File: config.mk
export PLATFORM = sky130hd
export DESIGN_NAME = uart_frame_sender
export DESIGN_NICKNAME = d
export VERILOG_FILES = /design/src/rtl/uart_frame_sender.sv
export SDC_FILE = /design/constraint.sdc
export NUM_CORES = 1
export LEC_CHECK = 0
export BUFFER_PORTS_ARGS = -buffer_cell sky130_fd_sc_hd__buf_2
export CAP_MARGIN = 0
export CORE_MARGIN = 2
export CORE_UTILIZATION = 50
export DETAILED_ROUTE_END_ITERATION = 8
export PLACE_DENSITY = 0.69
export SKIP_CTS_REPAIR_TIMING = 1
export SLEW_MARGIN = 5
export SYNTH_ARGS = -nofsm -noshare
export SYNTH_HDL_FRONTEND = slang
export SYNTH_SLANG_ARGS = --single-unit
File: constraint.sdc
create_clock -name in_clk -period 3.42 [get_ports in_clk]
set_input_delay 0.171 -clock in_clk [delete_from_list [all_inputs] [get_ports in_clk]]
set_output_delay 0.171 -clock in_clk [all_outputs]
set_load 0.01 [all_outputs]
File: src/rtl/uart_frame_sender.sv
// UART frame sender: two header bytes, DATA_NUM payload bytes pulled from a FIFO,
// then a modulo-256 checksum byte, all sent 8N1 LSB-first on a single TX line.
module uart_frame_sender #(
    parameter int unsigned CLKS_PER_BIT = 434,
    parameter logic [9:0]  DATA_NUM     = 10'd405,
    parameter logic [7:0]  HEAD0        = 8'hA5,
    parameter logic [7:0]  HEAD1        = 8'h5A
) (
    input  logic       in_clk,
    input  logic       in_rst,
    input  logic       in_start,
    input  logic [7:0] in_fifo_data,
    input  logic       in_fifo_empty,
    output logic       out_uart_send_start,
    output logic       out_uart_send_sig,
    output logic       out_tx,
    output logic       out_busy,
    output logic       out_done,
    output logic       out_underrun
);

    localparam int unsigned CntW = (CLKS_PER_BIT > 1) ? $clog2(CLKS_PER_BIT) : 1;
    localparam logic [CntW-1:0] ClkLast = CntW'(CLKS_PER_BIT - 1);

    typedef enum logic [2:0] {StIdle, StHead, StFetch, StData, StCsum, StDone} state_e;

    state_e          state_q, state_d;
    logic [CntW-1:0] clk_cnt_q, clk_cnt_d;
    logic [3:0]      bit_idx_q, bit_idx_d;
    logic            head_sel_q, head_sel_d;
    logic [2:0]      fetch_cnt_q, fetch_cnt_d;
    logic [9:0]      byte_cnt_q, byte_cnt_d;
    logic [7:0]      csum_q, csum_d;
    logic [7:0]      data_q, data_d;
    logic            underrun_q, underrun_d;

    logic [7:0] tx_byte;
    logic [7:0] fetch_byte;
    logic       tx_bit;
    logic       serial_active;
    logic       bit_end;
    logic       byte_end;

    assign serial_active = (state_q == StHead) || (state_q == StData) || (state_q == StCsum);
    assign bit_end       = (clk_cnt_q == ClkLast);
    assign byte_end      = bit_end && (bit_idx_q == 4'd9);
    assign fetch_byte    = in_fifo_empty ? 8'h00 : in_fifo_data;

    always_comb begin
        tx_byte = data_q;
        if (state_q == StHead) begin
            tx_byte = head_sel_q ? HEAD1 : HEAD0;
        end else if (state_q == StCsum) begin
            tx_byte = csum_q;
        end
        // Bit slot 0 is the start bit, 9 the stop bit, 1..8 carry data LSB first.
        if (bit_idx_q == 4'd0) begin
            tx_bit = 1'b0;
        end else if (bit_idx_q >= 4'd9) begin
            tx_bit = 1'b1;
        end else begin
            tx_bit = tx_byte[3'(bit_idx_q - 4'd1)];
        end
    end

    always_comb begin
        state_d     = state_q;
        clk_cnt_d   = clk_cnt_q;
        bit_idx_d   = bit_idx_q;
        head_sel_d  = head_sel_q;
        fetch_cnt_d = fetch_cnt_q;
        byte_cnt_d  = byte_cnt_q;
        csum_d      = csum_q;
        data_d      = data_q;
        underrun_d  = underrun_q;

        // The bit timer wraps to zero at each byte end, so consecutive bytes need no reload.
        if (serial_active) begin
            if (bit_end) begin
                clk_cnt_d = '0;
                bit_idx_d = byte_end ? 4'd0 : bit_idx_q + 4'd1;
            end else begin
                clk_cnt_d = clk_cnt_q + CntW'(1);
            end
        end

        case (state_q)
            StIdle: begin
                if (in_start) begin
                    state_d     = StHead;
                    clk_cnt_d   = '0;
                    bit_idx_d   = 4'd0;
                    head_sel_d  = 1'b0;
                    fetch_cnt_d = 3'd0;
                    byte_cnt_d  = 10'd0;
                    csum_d      = 8'h00;
                    underrun_d  = 1'b0;
                end
            end
            StHead: begin
                if (byte_end) begin
                    head_sel_d = ~head_sel_q;
                    if (head_sel_q) begin
                        state_d     = StFetch;
                        fetch_cnt_d = 3'd0;
                    end
                end
            end
            StFetch: begin
                fetch_cnt_d = fetch_cnt_q + 3'd1;
                if (fetch_cnt_q == 3'd7) begin
                    data_d     = fetch_byte;
                    csum_d     = csum_q + fetch_byte;
                    underrun_d = underrun_q | in_fifo_empty;
                    byte_cnt_d = byte_cnt_q + 10'd1;
                    state_d    = StData;
                end
            end
            StData: begin
                if (byte_end) begin
                    state_d = (byte_cnt_q == DATA_NUM) ? StCsum : StFetch;
                end
            end
            StCsum: begin
                if (byte_end) begin
                    state_d = StDone;
                end
            end
            StDone:  state_d = StIdle;
            default: state_d = StIdle;
        endcase
    end

    always_ff @(posedge in_clk) begin
        if (in_rst) begin
            state_q     <= StIdle;
            clk_cnt_q   <= '0;
            bit_idx_q   <= 4'd0;
            head_sel_q  <= 1'b0;
            fetch_cnt_q <= 3'd0;
            byte_cnt_q  <= 10'd0;
            csum_q      <= 8'h00;
            data_q      <= 8'h00;
            underrun_q  <= 1'b0;
        end else begin
            state_q     <= state_d;
            clk_cnt_q   <= clk_cnt_d;
            bit_idx_q   <= bit_idx_d;
            head_sel_q  <= head_sel_d;
            fetch_cnt_q <= fetch_cnt_d;
            byte_cnt_q  <= byte_cnt_d;
            csum_q      <= csum_d;
            data_q      <= data_d;
            underrun_q  <= underrun_d;
        end
    end

    assign out_tx              = serial_active ? tx_bit : 1'b1;
    assign out_busy            = serial_active || (state_q == StFetch);
    assign out_done            = (state_q == StDone);
    assign out_uart_send_sig   = (state_q == StFetch) && !fetch_cnt_q[2];
    // Read request stays up across intermediate DATA bytes; drops once the last byte is fetched.
    assign out_uart_send_start = (state_q == StFetch) ||
                                 ((state_q == StData) && (byte_cnt_q != DATA_NUM));
    assign out_underrun        = underrun_q;

endmodule

==> run summary <==
Floorplanning
- count of boundary I/O pins: 18
- starting density of the core: 52.2%
- Die Width: 77.5 µm
- Core Area: 0.00517 mm²
- area of the die: 0.00601 mm²
- Site Rows: 26
- vertical die dimension: 77.5 µm

Power and ir drop
- switching power: 0.297 mW
- sequential share of power: 52.5%
- Combinational Power Share: 14.4%
- power per standard cell area: 379 mW/mm²
- switch share: 26.9%
- Int Pwr: 0.809 mW
- Leak: 1.14 nW
- clock share of power: 33.1%
- overall power consumption: 1.11 mW
- peak ir drop on the vdd network: 0.167 mV

Yosys
- dominant cell type by area after synthesis: sky130_fd_sc_hd__dfxtp_1
- synthesized area divided by synthesized cell count: 8.29 µm²
- syn_nets: 355
- post-synth cell types: 54
- portion of netlist area occupied by mux cells: 3.57%
- share of synthesized registers carrying an async set or reset: 0%
- Ys Warns: 0
- Post-Synthesis Cells: 326
- most frequently used flop master after synthesis: sky130_fd_sc_hd__dfxtp_1
- ranking of synthesized cells by instance count: sky130_fd_sc_hd__dfxtp_1 (47), sky130_fd_sc_hd__nor2_1 (42), sky130_fd_sc_hd__nand2_1 (36)
- share of Yosys cell area claimed by the top area cell type: 34.8%
- Adder-Cell Fraction of Synth Area: 8.15%
- post-synthesis sequential area ratio: 34.8%
- Area contributors post-synth: sky130_fd_sc_hd__dfxtp_1 (35%), sky130_fd_sc_hd__ha_1 (7.4%), sky130_fd_sc_hd__nor2_1 (5.8%)
- Post-Synthesis Cell Area: 0.00270 mm²
- XOR/XNOR Fraction of Synth Area: 6.81%
- main combinational cell family by area after synthesis: simple AND/OR/NAND/NOR gates
- simple-gate share of the synthesized area: 28.5%
- number of enable-type register cells in the synthesized netlist: 0
- flip-flop and latch count after synthesis: 47
- most frequently used cell type in the post-synthesis netlist: sky130_fd_sc_hd__dfxtp_1
- Compound-Gate Fraction of Synth Area: 14.5%

STA
- Slew @ Worst Pin: 0.696 ns
- Final setup viols: 0
- number of hold-slack violations in the final timing report: 0
- Slew Limit Fails: 0
- worst setup skew after layout: 0.00522 ns
- Max transition margin: 53.2%
- setup total negative slack: 0 ns
- post-layout min period: 3.16 ns
- unrepaired setup endpoints after global routing: false
- FMAX: 0.317 GHz
- period utilization: 92.3%

Hold path
- Worst Min Path Start: in_fifo_empty
- hold path cells: 3
- Hold Crit Endpoint: out_underrun
- Min-Delay Path Class: in -> reg

Place
- Port Buf Inserts: 17
- placed wire-length estimate: 3990 µm
- Routability Congestion: 0.823
- Placed Area: 0.00282 mm²

Setup path
- cell with the biggest individual delay on the critical path: sky130_fd_sc_hd__dfxtp_1
- cells on worst reg2reg path: 6
- crit end category: output pin
- buffers and inverters on the worst path: 1
- CP peak stage delay: 0.56 ns
- path type of the worst setup path: reg -> out
- register-to-register setup slack: 0.94 ns
- required time at the endpoint of the critical path: 3.25 ns
- arrival time of data at the critical path endpoint: 2.99 ns
- Largest delay share family, worst path: compound AO/OA/AOI/OAI gates
- worst flop-to-flop path startpoint: bit_idx_q[0]
- endpoint of the lowest-slack register-to-register path: state_q[1]
- Setup crit start kind: register
- largest fanout of any net on the critical path: 15
- cell-by-cell listing of the critical path: nor3b_1 > mux4_2 > a21oi_1 > o21ai_0 > a2111o_1 > a221o_1 > buf_2

Clock tree
- Clock transition at path regs: 0.08 ns
- CTS tree: yes
- number of buffers created by CTS: 5
- clock tree sinks: 47
- clock insertion delay at the later pin of the skew report: 0.30 ns
- CTS Root Buffer Type: sky130_fd_sc_hd__clkbuf_8
- number of H-tree levels: 2
- buffers from clock root to sink, at most: 2

Global route
- global routing usage summed across all routing layers: 19.5%
- number of antenna violations at the first check in global routing: 0
- wire length of the first global-routing pass: 9450 µm
- via count of the first global-routing pass: 2085
- remaining global-route overflow: 0
- maximum number of pins on one net before global-route repair: 29

Final layout
- nets@finish: 365
- proportion of layout cells with a drive suffix above 1: 10.1%
- cell area after layout: 0.00292 mm²
- layout overhead on the synthesized area: 8.11%
- count of filler cells inserted in the layout: 506
- ANT cells: 0

Drt
- Post-Route WL: 5450 µm
- DRC errors left: 0
- initial drt markers: 73
- count of TritonRoute iterations in the first routing pass: 4
- count of antenna-violating nets left after detailed routing: 0
- routed vias: 2266
- average wire per standard cell: 13.4 µm
- via density per instance: 5.57

Flow run
- number of violations of the max-capacitance limit: 0

Status
- result of the run: finished, final reports clean

==> worst min-delay path: stages <==
cell and delay, ns:
sky130_fd_sc_hd__buf_2 0.18, sky130_fd_sc_hd__a21oi_1 0.08, sky130_fd_sc_hd__nor2_1 0.07
==> cell families (layout without fill, tap and decap cells) <==
family,after synthesis,after routing
multiplexers,7,7
buffers and inverters,24,35
flip-flops,47,47
adder cells (fa/ha/maj),17,17
AO/OA/AOI/OAI,61,61
XOR/XNOR,21,21
AND/OR/NAND/NOR,149,149
==> power by group through the flow <==
| stage | combinational [mW] | sequential (mW) | clock [mW] |
|---|---|---|---|
| 2_1_floorplan | 0.131 | 0.578 | 0 |
| 3_3_place_gp | 0.160 | 0.592 | 0 |
| 3_5_place_dp | 0.159 | 0.593 | 0 |
| 4_1_cts | 0.159 | 0.580 | 0.378 |
| 5_1_grt | 0.181 | 0.585 | 0.396 |
| 6_report | 0.159 | 0.581 | 0.367 |
==> registers in the layout (all words and copies together) (netlist names) <==
register	count
data_q	8
state_q	3
head_sel_q	1
out_underrun	1
byte_cnt_q	10
csum_q	8
clk_cnt_q	9
bit_idx_q	4
fetch_cnt_q	3
==> area by class of cell <==
cell class / count / area [µm²] / area share (%)
Multi-Input combinational cell: 255 / 1660 / 56.9
Clock buffer: 8 / 100 / 3.43
Inverter: 8 / 30.0 / 1.03
Sequential cell: 47 / 941 / 32.2
Timing Repair Buffer: 19 / 100 / 3.43
Tap cell: 70 / 87.6 / 3.00
==> layout by cell type, fill, tap and decap left out, drive strengths merged, types with 8 or more instances in the layout <==
master  synthesis  final
xnor2           8      8
buf             3     19
clkbuf         13      8
a21oi          27     27
nor2           42     42
ha             16     16
nand2          36     36
xor2           13     13
nor2b           9      9
inv             8      8
nand3          12     12
dfxtp          47     47
==> worst max path at each step <==
stage / endpoint / startpoint / slack [ns] / depth (start not counted)
after floorplan: out_tx / bit_idx_q[0] / 0.73 / 9
after global placement: out_tx / state_q[2] / 0.63 / 7
after detailed placement: out_tx / state_q[2] / 0.61 / 7
after CTS: out_tx / state_q[2] / 0.25 / 7
after global routing: out_tx / state_q[2] / 0.03 / 7
final: out_tx / state_q[2] / 0.26 / 7
==> per-layer routing <==
metal	wire length [µm]	global-route usage [%]	vias to the layer above
met5	0	0	-
met4	90	8.57	0
met3	165	3.60	6
met2	2490	32.1	27
met1	2700	24.8	1064
li1	-	-	1169
==> stage by stage <==
step / hold slack, ns / utilization, % / std cells / worst slack (ns)
2_1_floorplan: 0.312 / - / 326 / 0.731
3_3_place_gp: 0.443 / 54.5 / 399 / 0.633
3_5_place_dp: 0.446 / 54.5 / 399 / 0.606
4_1_cts: 0.236 / 56.5 / 407 / 0.247
5_1_grt: 0.262 / 56.5 / 407 / 0.0280
6_report: 0.232 / 56.5 / 407 / 0.263
Power figures use the tool's default switching activity.
